===== src/rtl/alarm_pkg.sv =====
// Shared state encoding and default timing for the alarm sounder and the alarm-setting FSM.
package alarm_pkg;

  typedef enum logic [1:0] {
    S_IDLE     = 2'd0,
    S_BEEP_ON  = 2'd1,
    S_BEEP_OFF = 2'd2,
    S_SNOOZE   = 2'd3
  } sound_state_t;

  localparam int unsigned     DEF_TONE_HALF_CYC = 12_500;
  localparam int unsigned     DEF_BEEP_ON_CYC   = 12_500_000;
  localparam int unsigned     DEF_BEEP_OFF_CYC  = 12_500_000;
  localparam int unsigned     DEF_TIMEOUT_BEEPS = 120;
  localparam longint unsigned DEF_SNOOZE_CYC    = 64'd15_000_000_000;

  function automatic longint unsigned max2(input longint unsigned a, input longint unsigned b);
    return (a > b) ? a : b;
  endfunction

endpackage


===== src/rtl/alarm_sounder_if.sv =====
// Trigger/button inputs and speaker/status outputs of the alarm sounder.
interface alarm_sounder_if;
  logic alarm_triggered;
  logic btn_dismiss;
  logic btn_snooze;
  logic speaker_out;
  logic ringing;
  logic snoozed;

  modport master (
    output alarm_triggered, btn_dismiss, btn_snooze,
    input  speaker_out, ringing, snoozed
  );

  modport slave (
    input  alarm_triggered, btn_dismiss, btn_snooze,
    output speaker_out, ringing, snoozed
  );
endinterface


===== src/rtl/alarm_sounder_tone_gen.sv =====
// Square-wave tone generator: phase toggles every half_cyc enabled cycles, held at 0 when disabled.
module tone_gen #(
  parameter int unsigned W = 14
) (
  input  logic         clk,
  input  logic         reset,
  input  logic         en,
  input  logic [W-1:0] half_cyc,
  output logic         phase
);

  logic [W-1:0] r_cnt;
  logic         r_phase;

  always_ff @(posedge clk or posedge reset) begin
    if (reset) begin
      r_cnt   <= '0;
      r_phase <= 1'b0;
    end else if (!en) begin
      r_cnt   <= '0;
      r_phase <= 1'b0;
    end else if (r_cnt == half_cyc - W'(1)) begin
      r_cnt   <= '0;
      r_phase <= ~r_phase;
    end else begin
      r_cnt <= r_cnt + W'(1);
    end
  end

  assign phase = r_phase;

endmodule


===== src/rtl/alarm_sounder.sv =====
// Alarm sounder: latches the trigger pulse and drives a gated beeping tone until dismiss or timeout.
// Snooze support is built only when ALARM_SOUNDER_SNOOZE_EN is defined.
module alarm_sounder
  import alarm_pkg::*;
#(
  parameter int unsigned     TONE_HALF_CYC = DEF_TONE_HALF_CYC,
  parameter int unsigned     BEEP_ON_CYC   = DEF_BEEP_ON_CYC,
  parameter int unsigned     BEEP_OFF_CYC  = DEF_BEEP_OFF_CYC,
  parameter int unsigned     TIMEOUT_BEEPS = DEF_TIMEOUT_BEEPS,
  parameter longint unsigned SNOOZE_CYC    = DEF_SNOOZE_CYC
) (
  input  logic            clk,
  input  logic            reset,
  alarm_sounder_if.slave  bus
);

  // state      | meaning
  // S_IDLE     | silent, waiting for alarm_triggered
  // S_BEEP_ON  | tone gated on for BEEP_ON_CYC cycles
  // S_BEEP_OFF | silence for BEEP_OFF_CYC cycles, ends one beep period
  // S_SNOOZE   | silence for SNOOZE_CYC cycles, then rings again

`ifdef ALARM_SOUNDER_SNOOZE_EN
  localparam longint unsigned SEG_MAX = max2(max2(BEEP_ON_CYC, BEEP_OFF_CYC), SNOOZE_CYC);
`else
  localparam longint unsigned SEG_MAX = max2(BEEP_ON_CYC, BEEP_OFF_CYC);
`endif
  localparam int SW = $clog2(SEG_MAX + 1);
  localparam int BW = $clog2(TIMEOUT_BEEPS + 1);
  localparam int TW = $clog2(TONE_HALF_CYC + 1);

  localparam logic [SW-1:0] ON_LAST   = SW'(BEEP_ON_CYC - 1);
  localparam logic [SW-1:0] OFF_LAST  = SW'(BEEP_OFF_CYC - 1);
  localparam logic [BW-1:0] BEEP_LAST = BW'(TIMEOUT_BEEPS - 1);
  localparam logic [TW-1:0] TONE_HALF = TW'(TONE_HALF_CYC);

  sound_state_t  r_state;
  logic [SW-1:0] r_seg_cnt;
  logic [BW-1:0] r_beep_cnt;
  logic          r_dismiss_prev;
  logic          w_dismiss_edge;
  logic          w_snooze_edge;
  logic          w_tone_en;
  logic          w_phase;

  always_ff @(posedge clk or posedge reset) begin
    if (reset) r_dismiss_prev <= 1'b0;
    else       r_dismiss_prev <= bus.btn_dismiss;
  end
  assign w_dismiss_edge = bus.btn_dismiss & ~r_dismiss_prev;

`ifdef ALARM_SOUNDER_SNOOZE_EN
  logic r_snooze_prev;
  always_ff @(posedge clk or posedge reset) begin
    if (reset) r_snooze_prev <= 1'b0;
    else       r_snooze_prev <= bus.btn_snooze;
  end
  assign w_snooze_edge = bus.btn_snooze & ~r_snooze_prev;
`else
  logic w_unused_snooze;
  assign w_unused_snooze = bus.btn_snooze;
  assign w_snooze_edge   = 1'b0;
`endif

  always_ff @(posedge clk or posedge reset) begin
    if (reset) begin
      r_state    <= S_IDLE;
      r_seg_cnt  <= '0;
      r_beep_cnt <= '0;
    end else begin
      case (r_state)
        S_IDLE: begin
          if (bus.alarm_triggered) begin
            r_state    <= S_BEEP_ON;
            r_seg_cnt  <= '0;
            r_beep_cnt <= '0;
          end
        end
        S_BEEP_ON: begin
          if (w_dismiss_edge) begin
            r_state   <= S_IDLE;
            r_seg_cnt <= '0;
          end else if (w_snooze_edge) begin
            r_state   <= S_SNOOZE;
            r_seg_cnt <= '0;
          end else if (r_seg_cnt == ON_LAST) begin
            r_state   <= S_BEEP_OFF;
            r_seg_cnt <= '0;
          end else begin
            r_seg_cnt <= r_seg_cnt + SW'(1);
          end
        end
        S_BEEP_OFF: begin
          if (w_dismiss_edge) begin
            r_state   <= S_IDLE;
            r_seg_cnt <= '0;
          end else if (w_snooze_edge) begin
            r_state   <= S_SNOOZE;
            r_seg_cnt <= '0;
          end else if (r_seg_cnt == OFF_LAST) begin
            r_seg_cnt <= '0;
            if (r_beep_cnt == BEEP_LAST) begin
              r_state    <= S_IDLE;
              r_beep_cnt <= '0;
            end else begin
              r_state    <= S_BEEP_ON;
              r_beep_cnt <= r_beep_cnt + BW'(1);
            end
          end else begin
            r_seg_cnt <= r_seg_cnt + SW'(1);
          end
        end
`ifdef ALARM_SOUNDER_SNOOZE_EN
        S_SNOOZE: begin
          if (w_dismiss_edge) begin
            r_state   <= S_IDLE;
            r_seg_cnt <= '0;
          end else if (bus.alarm_triggered || (r_seg_cnt == SW'(SNOOZE_CYC - 1))) begin
            r_state    <= S_BEEP_ON;
            r_seg_cnt  <= '0;
            r_beep_cnt <= '0;
          end else begin
            r_seg_cnt <= r_seg_cnt + SW'(1);
          end
        end
`endif
        default: begin
          r_state    <= S_IDLE;
          r_seg_cnt  <= '0;
          r_beep_cnt <= '0;
        end
      endcase
    end
  end

  // Tone runs only while BEEP_ON continues next cycle, so the phase is already 0 on any exit.
  assign w_tone_en = (r_state == S_BEEP_ON) & ~w_dismiss_edge & ~w_snooze_edge &
                     (r_seg_cnt != ON_LAST);

  tone_gen #(.W(TW)) u_tone (
    .clk      (clk),
    .reset    (reset),
    .en       (w_tone_en),
    .half_cyc (TONE_HALF),
    .phase    (w_phase)
  );

  assign bus.speaker_out = (r_state == S_BEEP_ON) & w_phase;
  assign bus.ringing     = (r_state == S_BEEP_ON) | (r_state == S_BEEP_OFF);
`ifdef ALARM_SOUNDER_SNOOZE_EN
  assign bus.snoozed     = (r_state == S_SNOOZE);
`else
  assign bus.snoozed     = 1'b0;
`endif

endmodule


===== src/flat_wrapper.sv =====
// flat-port wrapper written by rule: the top's interface ports become plain ports
module alarm_sounder_flat import alarm_pkg::*;
#(
  parameter int unsigned     TONE_HALF_CYC = DEF_TONE_HALF_CYC,
  parameter int unsigned     BEEP_ON_CYC   = DEF_BEEP_ON_CYC,
  parameter int unsigned     BEEP_OFF_CYC  = DEF_BEEP_OFF_CYC,
  parameter int unsigned     TIMEOUT_BEEPS = DEF_TIMEOUT_BEEPS,
  parameter longint unsigned SNOOZE_CYC    = DEF_SNOOZE_CYC
)
  (clk, reset, bus_alarm_triggered, bus_btn_dismiss, bus_btn_snooze, bus_speaker_out, bus_ringing, bus_snoozed);
  alarm_sounder_if bus_i ();
  input  logic clk;
  input  logic reset;
  input wire logic [$bits(bus_i.alarm_triggered)-1:0] bus_alarm_triggered;
  input wire logic [$bits(bus_i.btn_dismiss)-1:0] bus_btn_dismiss;
  input wire logic [$bits(bus_i.btn_snooze)-1:0] bus_btn_snooze;
  output wire logic [$bits(bus_i.speaker_out)-1:0] bus_speaker_out;
  output wire logic [$bits(bus_i.ringing)-1:0] bus_ringing;
  output wire logic [$bits(bus_i.snoozed)-1:0] bus_snoozed;
  assign bus_i.alarm_triggered = bus_alarm_triggered;
  assign bus_i.btn_dismiss = bus_btn_dismiss;
  assign bus_i.btn_snooze = bus_btn_snooze;
  assign bus_speaker_out = bus_i.speaker_out;
  assign bus_ringing = bus_i.ringing;
  assign bus_snoozed = bus_i.snoozed;
  alarm_sounder #(.TONE_HALF_CYC(TONE_HALF_CYC), .BEEP_ON_CYC(BEEP_ON_CYC), .BEEP_OFF_CYC(BEEP_OFF_CYC), .TIMEOUT_BEEPS(TIMEOUT_BEEPS), .SNOOZE_CYC(SNOOZE_CYC)) u_core (.clk(clk), .reset(reset), .bus(bus_i));
endmodule

===== config.mk =====
export PLATFORM = sky130hd
export DESIGN_NAME = alarm_sounder_flat
export DESIGN_NICKNAME = d
export VERILOG_FILES = /design/src/rtl/alarm_pkg.sv /design/src/rtl/alarm_sounder_if.sv /design/src/rtl/alarm_sounder_tone_gen.sv /design/src/rtl/alarm_sounder.sv /design/src/flat_wrapper.sv
export SDC_FILE = /design/constraint.sdc
export NUM_CORES = 1
export LEC_CHECK = 0
export CAP_MARGIN = 10
export CORE_MARGIN = 3
export CORE_UTILIZATION = 27
export DETAILED_ROUTE_END_ITERATION = 16
export PLACE_DENSITY = 0.48
export SKIP_CTS_REPAIR_TIMING = 1
export SLEW_MARGIN = 30
export SYNTH_ARGS = -nofsm -noshare
export SYNTH_HDL_FRONTEND = slang
export SYNTH_SLANG_ARGS = --single-unit

===== constraint.sdc =====
create_clock -name clk -period 2.19 [get_ports clk]
set_clock_uncertainty 0.1 [all_clocks]
set_input_delay 0.219 -clock clk [delete_from_list [all_inputs] [get_ports clk]]
set_output_delay 0.219 -clock clk [all_outputs]
set_load 0.02 [all_outputs]

### After elaboration in Yosys (flattened, before gate mapping)

Index checks and enable logic that the tools add are counted.

| word-level totals | value |
|---|---|
| flip-flop bits (word level) | 49 |
| output and inout port bits | 3 |
| bits in read-only memories | 0 |
| memories kept | 0 |
| word-level logic and storage cells | 54 |
| RAM bits | 0 |
| bits of input ports | 5 |
| latch bits | 0 |

| cells by class | value |
|---|---|
| bitwise logic cells | 9 |
| multiplexer cells | 20 |
| divide/modulo/power cells | 0 |
| shift operators | 0 |
| order comparisons | 0 |
| add/subtract/negate cells | 3 |
| reductions and logical operators | 4 |
| equal/unequal tests | 12 |
| $mul | 0 |

Operators by type and width:

| cell | number |
|---|---|
| $mux W24 | 3 |
| $pmux W24 S2 | 1 |
| $mux W14 | 2 |
| $mux W7 | 4 |
| $add A24 B1 Y24 const B | 1 |
| $eq A24 B24 Y1 const B | 1 |
| $ne A24 B24 Y1 const B | 1 |
| $pmux W7 S3 | 1 |
| $add A14 B1 Y14 const B | 1 |
| $eq A14 B14 Y1 const B | 1 |
| $mux W2 | 5 |
| $add A7 B1 Y7 const B | 1 |
| $eq A7 B7 Y1 const B | 1 |
| $ne A3 B1 Y1 const B | 2 |
| $pmux W2 S3 | 1 |
| $and A1 B1 Y1 | 4 |
| $ne A2 B1 Y1 const B | 2 |
| $ne A2 B2 Y1 const B | 2 |
| $not A1 Y1 | 4 |
| $reduce_and A4 Y1 | 1 |
| $mux W1 | 3 |
| $reduce_and A3 Y1 | 1 |
| $eq A2 B1 Y1 const B | 1 |
| $eq A2 B2 Y1 const B | 1 |
| 3 further kinds | 3 |

### Logic depth before layout (Yosys ltp)

Gate-level depths: netlist of run 1.

| logic depth | value |
|---|---|
| depth in word-level cells | 6 |
| depth in mapped cells | 9 |
| depth with buffers taken out | 7 |

### By module

A second synthesis of run 1 with hierarchy kept.

| second synthesis, totals | value |
|---|---|
| cell total of the unflattened synthesis | 339 |
| area, all modules | 3,174.3 um^2 |

Modules (own cells, without submodules):

| module | sequential area each (um^2) | area each (um^2) | instances | cells an instance |
|---|---|---|---|---|
| alarm_sounder | 850.8 | 2,019.4 | 1 | 206 |
| tone_gen | 375.4 | 1,154.9 | 1 | 133 |

### Worst setup path before layout of run 1

Ideal clock, no wire load.

| path | value |
|---|---|
| path type | reg-to-reg |
| from | register u_core.r_seg_cnt[9] |
| to | register u_core.r_beep_cnt[6] |
| path slack | -0.178 ns |
| period minus slack after synthesis | 2.368 ns |
| required time | 2.021 ns |
| buffers on the path | 0 |
| setup time | 0.069 ns |
| data arrival time | 2.199 ns |
| stages on the path, launching flop included | 6 |
| cell sequence | dfrtp_1 -> or4_4 -> nor4_4 -> nand4_4 -> or4_1 -> nand3_1 |

| between the ends | value |
|---|---|
| longest elaborated chain between the ends | 3 |

RTL lines:

| element | RTL line | text |
|---|---|---|
| start: declaration | alarm_sounder.sv:38 | `logic [SW-1:0] r_seg_cnt;` |
| start signal: assignment | alarm_sounder.sv:90 | `r_seg_cnt <= r_seg_cnt + SW'(1);` |
| start signal: assignment | alarm_sounder.sv:110 | `r_seg_cnt <= r_seg_cnt + SW'(1);` |
| $eq A24 B24 Y1 | alarm_sounder.sv:100 | `end else if (r_seg_cnt == OFF_LAST) begin` |
| $ne A2 B1 Y1 (no line) | - |  |
| $reduce_and A4 Y1 (no line) | - |  |
| end signal: assignment | alarm_sounder.sv:107 | `r_beep_cnt <= r_beep_cnt + BW'(1);` |
| end: declaration | alarm_sounder.sv:39 | `logic [BW-1:0] r_beep_cnt;` |

Every way passes these cells.
A chain may end at the register's enable or synchronous reset.

### Worst setup path in the final report of run 1

| path | value |
|---|---|
| from | register u_core.r_seg_cnt[8] |
| to | register u_core.r_beep_cnt[6] |

The elaborated chain is that of the path after synthesis.

==> impl_results.md, run 1 <==
* Post-synth top area share at 42.6%
* Kind of critical path: flip-flop to flip-flop
* Ports at 8
* Worst Hold Class: primary input to asynchronous set/reset pin
* CTS Buf Count at 5
* Starting Density at 27.8%
* Max cap viols at 0
* RSZ-0062 raised after global routing: yes
* PD cells at 646 mW/mm^2
* Crit path max fanout at 6
* Startpoint Class: flip-flop
* M1 GR Usage at 17.5%
* Mapped Cells at 321
* Final Cycle Share at 97.5%
* Total gr overflow at 0
* Die Wd at 109 um
* Leak at 1.50 nW
* Clock Sink Count at 49
* Mapped Avg Cell Area at 8.97 sq um
* Critical path endpoint category: flip-flop
* 1st-iter DRT viols at 191
* Seq/Total Area, Yosys at 42.6%
* Final count of hold timing violations at 0
* First-pass GRT wire length at 12300 um
* Post-Syn Nets at 333
* Yosys reg bits at 49
* Total Routing Usage GR at 12.8%
* FF-to-FF path depth at 6
* Max-slew violation count at 0
* Worst Max-Slew Pin Slew at 0.548 ns
* Die height at 109 um
* Final Wtd Congestion at 0.791
* Cell variety after synth at 54
* Status: complete, no violations
* Vias in the first global route at 2459
* Fmax at 0.468 GHz
* Worst EP required at 2.34 ns
* Placed instance area at 0.00336 sq mm
* Rows at 37
* CP Data Arrival Time at 2.29 ns
* R2R Path Start: u_core.r_seg_cnt[8]$_DFFE_PP0N_
* Final setup fails at 0
* H-tree levels at 2
* Total wire length at 7180 um
* Final Critical Period at 2.14 ns
* Top cells by area, synth: dfrtp_1 43%, nor2_1 3.9%, nand3_1 3.6%, o21ai_0 3.6%, nand2_1 3.4%
* Die outline area at 0.0119 sq mm
* Pre-antenna DRT Iters at 4
* Via-to-Cell Ratio at 5.01
* IO Port Bufs at 5
* Initial antenna violation count at 0
* Root Driver: clkbuf_8
* Slew margin rel. at 63.4%
* Synth warn at 0
* Inserted Diodes at 0
* M2 GR Usage at 21.4%
* Area leader, netlist: dfrtp_1
* Fin util at 34.0%
* GR met3 Demand/Resource at 2.19%
* Worst skew pair latency at 0.32 ns
* Gr busiest metal: met2
* Fin area at 0.00352 sq mm
* CTS tree: built
* Core Box Area at 0.0104 sq mm
* Antenna viol nets, final at 0
* Largest net degree at the start of global routing at 50
* CTS Buffer Depth at 2
* Via count at 2505
* P&R area growth vs syn at 22.3%
* Dpl hpwl at 5030 um
* Remaining DRCs at 0
* Reg2reg end: u_core.r_beep_cnt[6]$_DFFE_PP0P_
* Worst VDD drop at 266 uV
* Final nets at 375
* Worst R2R Setup Slack at 0.05 ns
* Synth Cell Area at 0.00288 sq mm
* Share of post-route cells with drive strength above 1 at 18.7%
* WL per Instance at 14.4 um
* Clock transition at the registers of the reported paths at 0.11 ns
[metal layers]
layer | part of all wire (%) | wire, um
met1 | 49 | 3530
met2 | 48 | 3440
met3 | 2.1 | 151
met4 | 0.79 | 57
met5 | 0 | 0
[synthesized netlist by cell type, drive strengths merged]
cell type / count
a21oi: 13
or4b: 1
o41ai: 1
nand4: 13
or3: 4
o31ai: 5
or2b: 2
a21o: 2
dfrtp: 49
o2bb2ai: 6
and4b: 1
o311ai: 2
nand4b: 2
or4: 5
inv: 18
buf: 5
ha: 7
and4: 4
nor3: 8
o211ai: 4
o22ai: 1
a22o: 5
nor2b: 3
clkbuf: 7
and3: 9
nand3b: 2
and2: 6
o21ai: 21
a31oi: 8
nand2: 26
xnor2: 4
nor4b: 1
nand3: 21
and4bb: 1
nor2: 30
xor2: 9
conb: 1
mux2i: 2
nor4: 3
a41oi: 2
nand2b: 5
or3b: 1
nor3b: 1
[kinds of logic after synthesis]
group | Yosys count | synth area share [%]
simple gates | 149 | 29.2
compound gates | 70 | 15.6
flops | 49 | 42.6
buf+inv | 30 | 4.73
xor+xnor | 13 | 3.95
fa+ha+maj | 7 | 3.04
mux | 2 | 0.695
other cells | 1 | 0.130
[registers in the layout (all words and copies together), names as in the netlist]
| register | flops |
|---|---|
| u_core.u_tone.r_cnt | 14 |
| u_core.r_seg_cnt | 24 |
| u_core.r_beep_cnt | 7 |
| u_core.u_tone.phase | 1 |
| u_core.r_state | 2 |
| u_core.r_dismiss_prev | 1 |
[placed cells by master, fill, tap and decap left out, types with 6 or more instances in the layout]
cell type,Yosys,layout
o21ai_0,21,20
nor2_1,30,29
o2bb2ai_1,6,6
xor2_1,9,9
nand2_1,26,25
a21oi_1,13,13
nor3_1,8,8
ha_1,7,7
nand3_1,21,20
a31oi_1,8,8
buf_4,1,36
nand4_1,12,12
inv_1,18,17
and2_1,6,6
dfrtp_1,49,49
and3_1,8,8
[worst max-delay path by stage]
| stage | from | to | slack [ns] | cells after the start |
|---|---|---|---|---|
| after global routing | u_core.r_seg_cnt[8]$_DFFE_PP0N_ | u_core.r_beep_cnt[6]$_DFFE_PP0P_ | -0.06 | 6 |
| after global placement | u_core.r_seg_cnt[0]$_DFFE_PP0N_ | u_core.r_seg_cnt[6]$_DFFE_PP0N_ | -0.03 | 6 |
| after floorplan | u_core.r_seg_cnt[9]$_DFFE_PP0N_ | u_core.r_seg_cnt[16]$_DFFE_PP0N_ | 0.0006 | 7 |
| after detailed placement | u_core.r_seg_cnt[0]$_DFFE_PP0N_ | u_core.r_seg_cnt[6]$_DFFE_PP0N_ | -0.05 | 6 |
| final | u_core.r_seg_cnt[8]$_DFFE_PP0N_ | u_core.r_beep_cnt[6]$_DFFE_PP0P_ | 0.05 | 6 |
| after CTS | u_core.r_seg_cnt[0]$_DFFE_PP0N_ | u_core.r_seg_cnt[2]$_DFFE_PP0N_ | -0.07 | 6 |
[critical path, cell delays in order (launching register included)]
cell and delay, ns:
dfrtp_1 0.45, or3b_4 0.40, nor4_4 0.32, buf_6 0.17
nand4_4 0.13, or4_1 0.42, nand3_1 0.09
[cell type report]
| cell class | count | area (sq um) |
|---|---|---|
| Fill cell | 1088 | 6850 |
| Multi-Input combinational cell | 242 | 1550 |
| Sequential cell | 49 | 1230 |
| Timing Repair Buffer | 47 | 417 |
| Tap cell | 136 | 170 |
| Clock buffer | 5 | 68.8 |
| Inverter | 18 | 67.6 |
| Clock inverter | 3 | 25.0 |
[per-stage QoR]
| stage | hold slack, ns | setup WS (ns) | power (mW) | TNS, ns | std cells |
|---|---|---|---|---|---|
| 3_5_place_dp | 0.374 | -0.0545 | 1.69 | -0.183 | 490 |
| 3_3_place_gp | 0.371 | -0.0253 | 1.68 | -0.0933 | 490 |
| 5_1_grt | 0.176 | -0.0570 | 2.43 | -0.0788 | 500 |
| 2_1_floorplan | 0.150 | 0.000596 | 1.42 | 0 | 321 |
| 4_1_cts | 0.159 | -0.0695 | 2.29 | -0.385 | 498 |
| 6_report | 0.145 | 0.0548 | 2.27 | 0 | 500 |
[power breakdown]
| part | internal [mW] | switching [mW] |
|---|---|---|
| Sequential | 0.942 | 0.0302 |
| Combinational | 0.271 | 0.433 |
| Clock | 0.234 | 0.364 |
| Total | 1.45 | 0.828 |
No activity file was read; power rests on OpenSTA's default activity.
==> inputs of run 2 (changes only) <==
Settings changed: HOLD_SLACK_MARGIN set to 0.08.
==> results of run 2 <==
Final layout, timing and power as in run 1 (identical DEF).
==> inputs of run 3 (changes only) <==
Settings changed: RECOVER_POWER set to 50.
==> impl_results.md, run 3 (synthesis results as in run 1) <==
* Status: complete, no violations
* Sequential cell fraction of total power at 42.9% (+0.2 points)
* Worst Min Path Start: u_core.u_tone.r_cnt[0]$_DFF_PP0_
* R2R Path Start: u_core.r_seg_cnt[8]$_DFFE_PP0N_
* Final Cycle Share at 97.6% (about the same)
* Fin area at 0.00351 sq mm (-0.43%)
* Die Wd at 109 um (unchanged)
* Largest net degree at the start of global routing at 50 (unchanged)
* Clock power share at 26.2% (about the same)
* Worst Max-Slew Pin Slew at 1.28 ns (+0.733 ns)
* Inserted Diodes at 0 (unchanged)
* Initial antenna violation count at 0 (unchanged)
* M2 GR Usage at 21.4% (unchanged)
* Total Routing Usage GR at 12.8% (unchanged)
* First-pass GRT wire length at 12300 um (unchanged)
* GR met3 Demand/Resource at 2.19% (unchanged)
* Worst VDD drop at 266 uV (about the same)
* Total wire length at 7160 um (-0.15%)
* Kind of critical path: flip-flop to flip-flop
* Slowest-stage cell, CP: dfrtp_1
* Internal power at 1.44 mW (-0.27%)
* Startpoint Class: flip-flop
* CTS tree: built
* 1st-iter DRT viols at 155 (-19%)
* Most common cell after layout, fill and taps aside: dfrtp_1
* Vias in the first global route at 2459 (unchanged)
* Clock transition at the registers of the reported paths at 0.11 ns (about the same)
* Register area at 0.00123 sq mm (unchanged)
* Hold Path Stages at 1
* NetSw at 0.825 mW (-0.27%)
* Max-slew violation count at 0 (unchanged)
* Final Wtd Congestion at 0.791 (unchanged)
* Share of post-route cells with drive strength above 1 at 18.4% (-0.27 points)
* FF-to-FF path depth at 6 (unchanged)
* Final worst setup slack at 0.0534 ns (-0.00138 ns)
* M1 GR Usage at 17.5% (unchanged)
* Final nets at 375 (unchanged)
* Die height at 109 um (unchanged)
* Max FFs per register at 24 (unchanged)
* Fill cells at 1089 (+0.092%)
* CTS Buf Count at 5 (unchanged)
* Largest regs: u_core.r_seg_cnt (24), u_core.u_tone.r_cnt (14), u_core.r_beep_cnt (7)
* Slew margin rel. at 14.6% (-49 points)
* Crit-path cells: or3b_4 > nor4_4 > buf_6 > nand4_4 > or4_1 > nand3_1
* Pre-antenna DRT Iters at 4 (unchanged)
* Clock Sink Count at 49 (unchanged)
* Final setup fails at 0 (unchanged)
* Dpl hpwl at 5030 um (unchanged)
* Logic pwr share at 30.9% (about the same)
* RSZ-0062 raised after global routing: yes
* Via count at 2498 (-0.28%)
* Starting Density at 27.8% (unchanged)
* Worst skew pair latency at 0.32 ns (about the same)
* Placed instance area at 0.00336 sq mm (unchanged)
* CP Data Arrival Time at 2.29 ns (about the same)
* Final count of hold timing violations at 0 (unchanged)
* Gr busiest metal: met2
* Final Critical Period at 2.14 ns (+0.00138 ns)
* Via-to-Cell Ratio at 5.00 (-0.28%)
* Worst EP required at 2.34 ns (about the same)
* Switching Fraction at 36.4% (about the same)
* Fmax at 0.468 GHz (about the same)
* Total gr overflow at 0 (unchanged)
* WL per Instance at 14.3 um (-0.15%)
* Most flops, register: u_core.r_seg_cnt
* Critical path startpoint: u_core.r_seg_cnt[8]$_DFFE_PP0N_
* P&R area growth vs syn at 21.8%
* Core Box Area at 0.0104 sq mm (unchanged)
* Ports at 8 (unchanged)
* Leak at 1.50 nW (-0.49%)
* Die outline area at 0.0119 sq mm (unchanged)
* Critical path endpoint category: flip-flop
* H-tree levels at 2 (unchanged)
* Remaining DRCs at 0 (unchanged)
* Worst Setup Slack post-DPL at -0.0545 ns (unchanged)
* PD cells at 647 mW/mm^2 (+0.15%)
* Max cap viols at 0 (unchanged)
* Worst Hold Class: flip-flop to flip-flop
* Largest stage delay on the critical path at 0.45 ns (about the same)
* Root Driver: clkbuf_8
* Crit path max fanout at 6 (unchanged)
* CTS Buffer Depth at 2 (unchanged)
* Area occupied by multi-input gates at 0.00155 sq mm (unchanged)
* IO Port Bufs at 5 (unchanged)
* Antenna viol nets, final at 0 (unchanged)
* Most frequent cells in the layout: 49 x dfrtp_1, 36 x buf_4, 29 x nor2_1, 25 x nand2_1
* Rows at 37 (unchanged)
-- run 3: power groups by stage --
stage	Combinational, mW	Sequential [mW]	Clock (mW)
global route	0.789	0.978	0.657
finish	0.700	0.973	0.595
CTS	0.702	0.973	0.618
floorplan	0.425	0.990	0
global placement	0.692	0.988	0
detailed placement	0.700	0.991	0
-- run 3: final timing paths --
check                                                     to  slack (ns)
setup / recovery            u_core.r_beep_cnt[6]$_DFFE_PP0P_        0.05
hold / removal              u_core.u_tone.r_cnt[0]$_DFF_PP0_        0.38
setup reg to reg            u_core.r_beep_cnt[6]$_DFFE_PP0P_        0.05
hold reg to reg             u_core.u_tone.r_cnt[0]$_DFF_PP0_        0.38
max in group asynchronous   u_core.r_beep_cnt[2]$_DFFE_PP0P_        0.56
min in group asynchronous  u_core.u_tone.r_cnt[10]$_DFF_PP0_        0.65
-- run 3: metrics by stage --
stage                     total power [mW]  utilization [%]  hold slack [ns]  TNS, ns  std cells
after floorplan                       1.42                -            0.150        0        321
after global placement                1.68             32.4            0.371  -0.0933        490
after detailed placement              1.69             32.4            0.374   -0.183        490
after CTS                             2.29             33.3            0.159   -0.385        498
after global routing                  2.42             33.8            0.390  -0.0788        500
final                                 2.27             33.8            0.383        0        500
-- run 3: layout make-up --
type	count	area share, %
multi-input combinational	242	44.1
clock inverter	3	0.714
sequential	49	35.0
tap	136	4.85
timing repair buffer	47	11.5
clock buffer	5	1.96
inverter	18	1.93
-- run 3: metal layers --
metal  vias up  share of wire (%)
met5         -                  0
met4         0               0.74
li1       1248                  -
met1      1222                 49
met2        23                 48
met3         5                2.8
-- run 3: critical path: cells and delay by family, from the launching register on --
| kind | cells | cell delay (ns) |
|---|---|---|
| simple gates | 5 | 1.36 |
| flops | 1 | 0.45 |
| buf+inv | 1 | 0.17 |
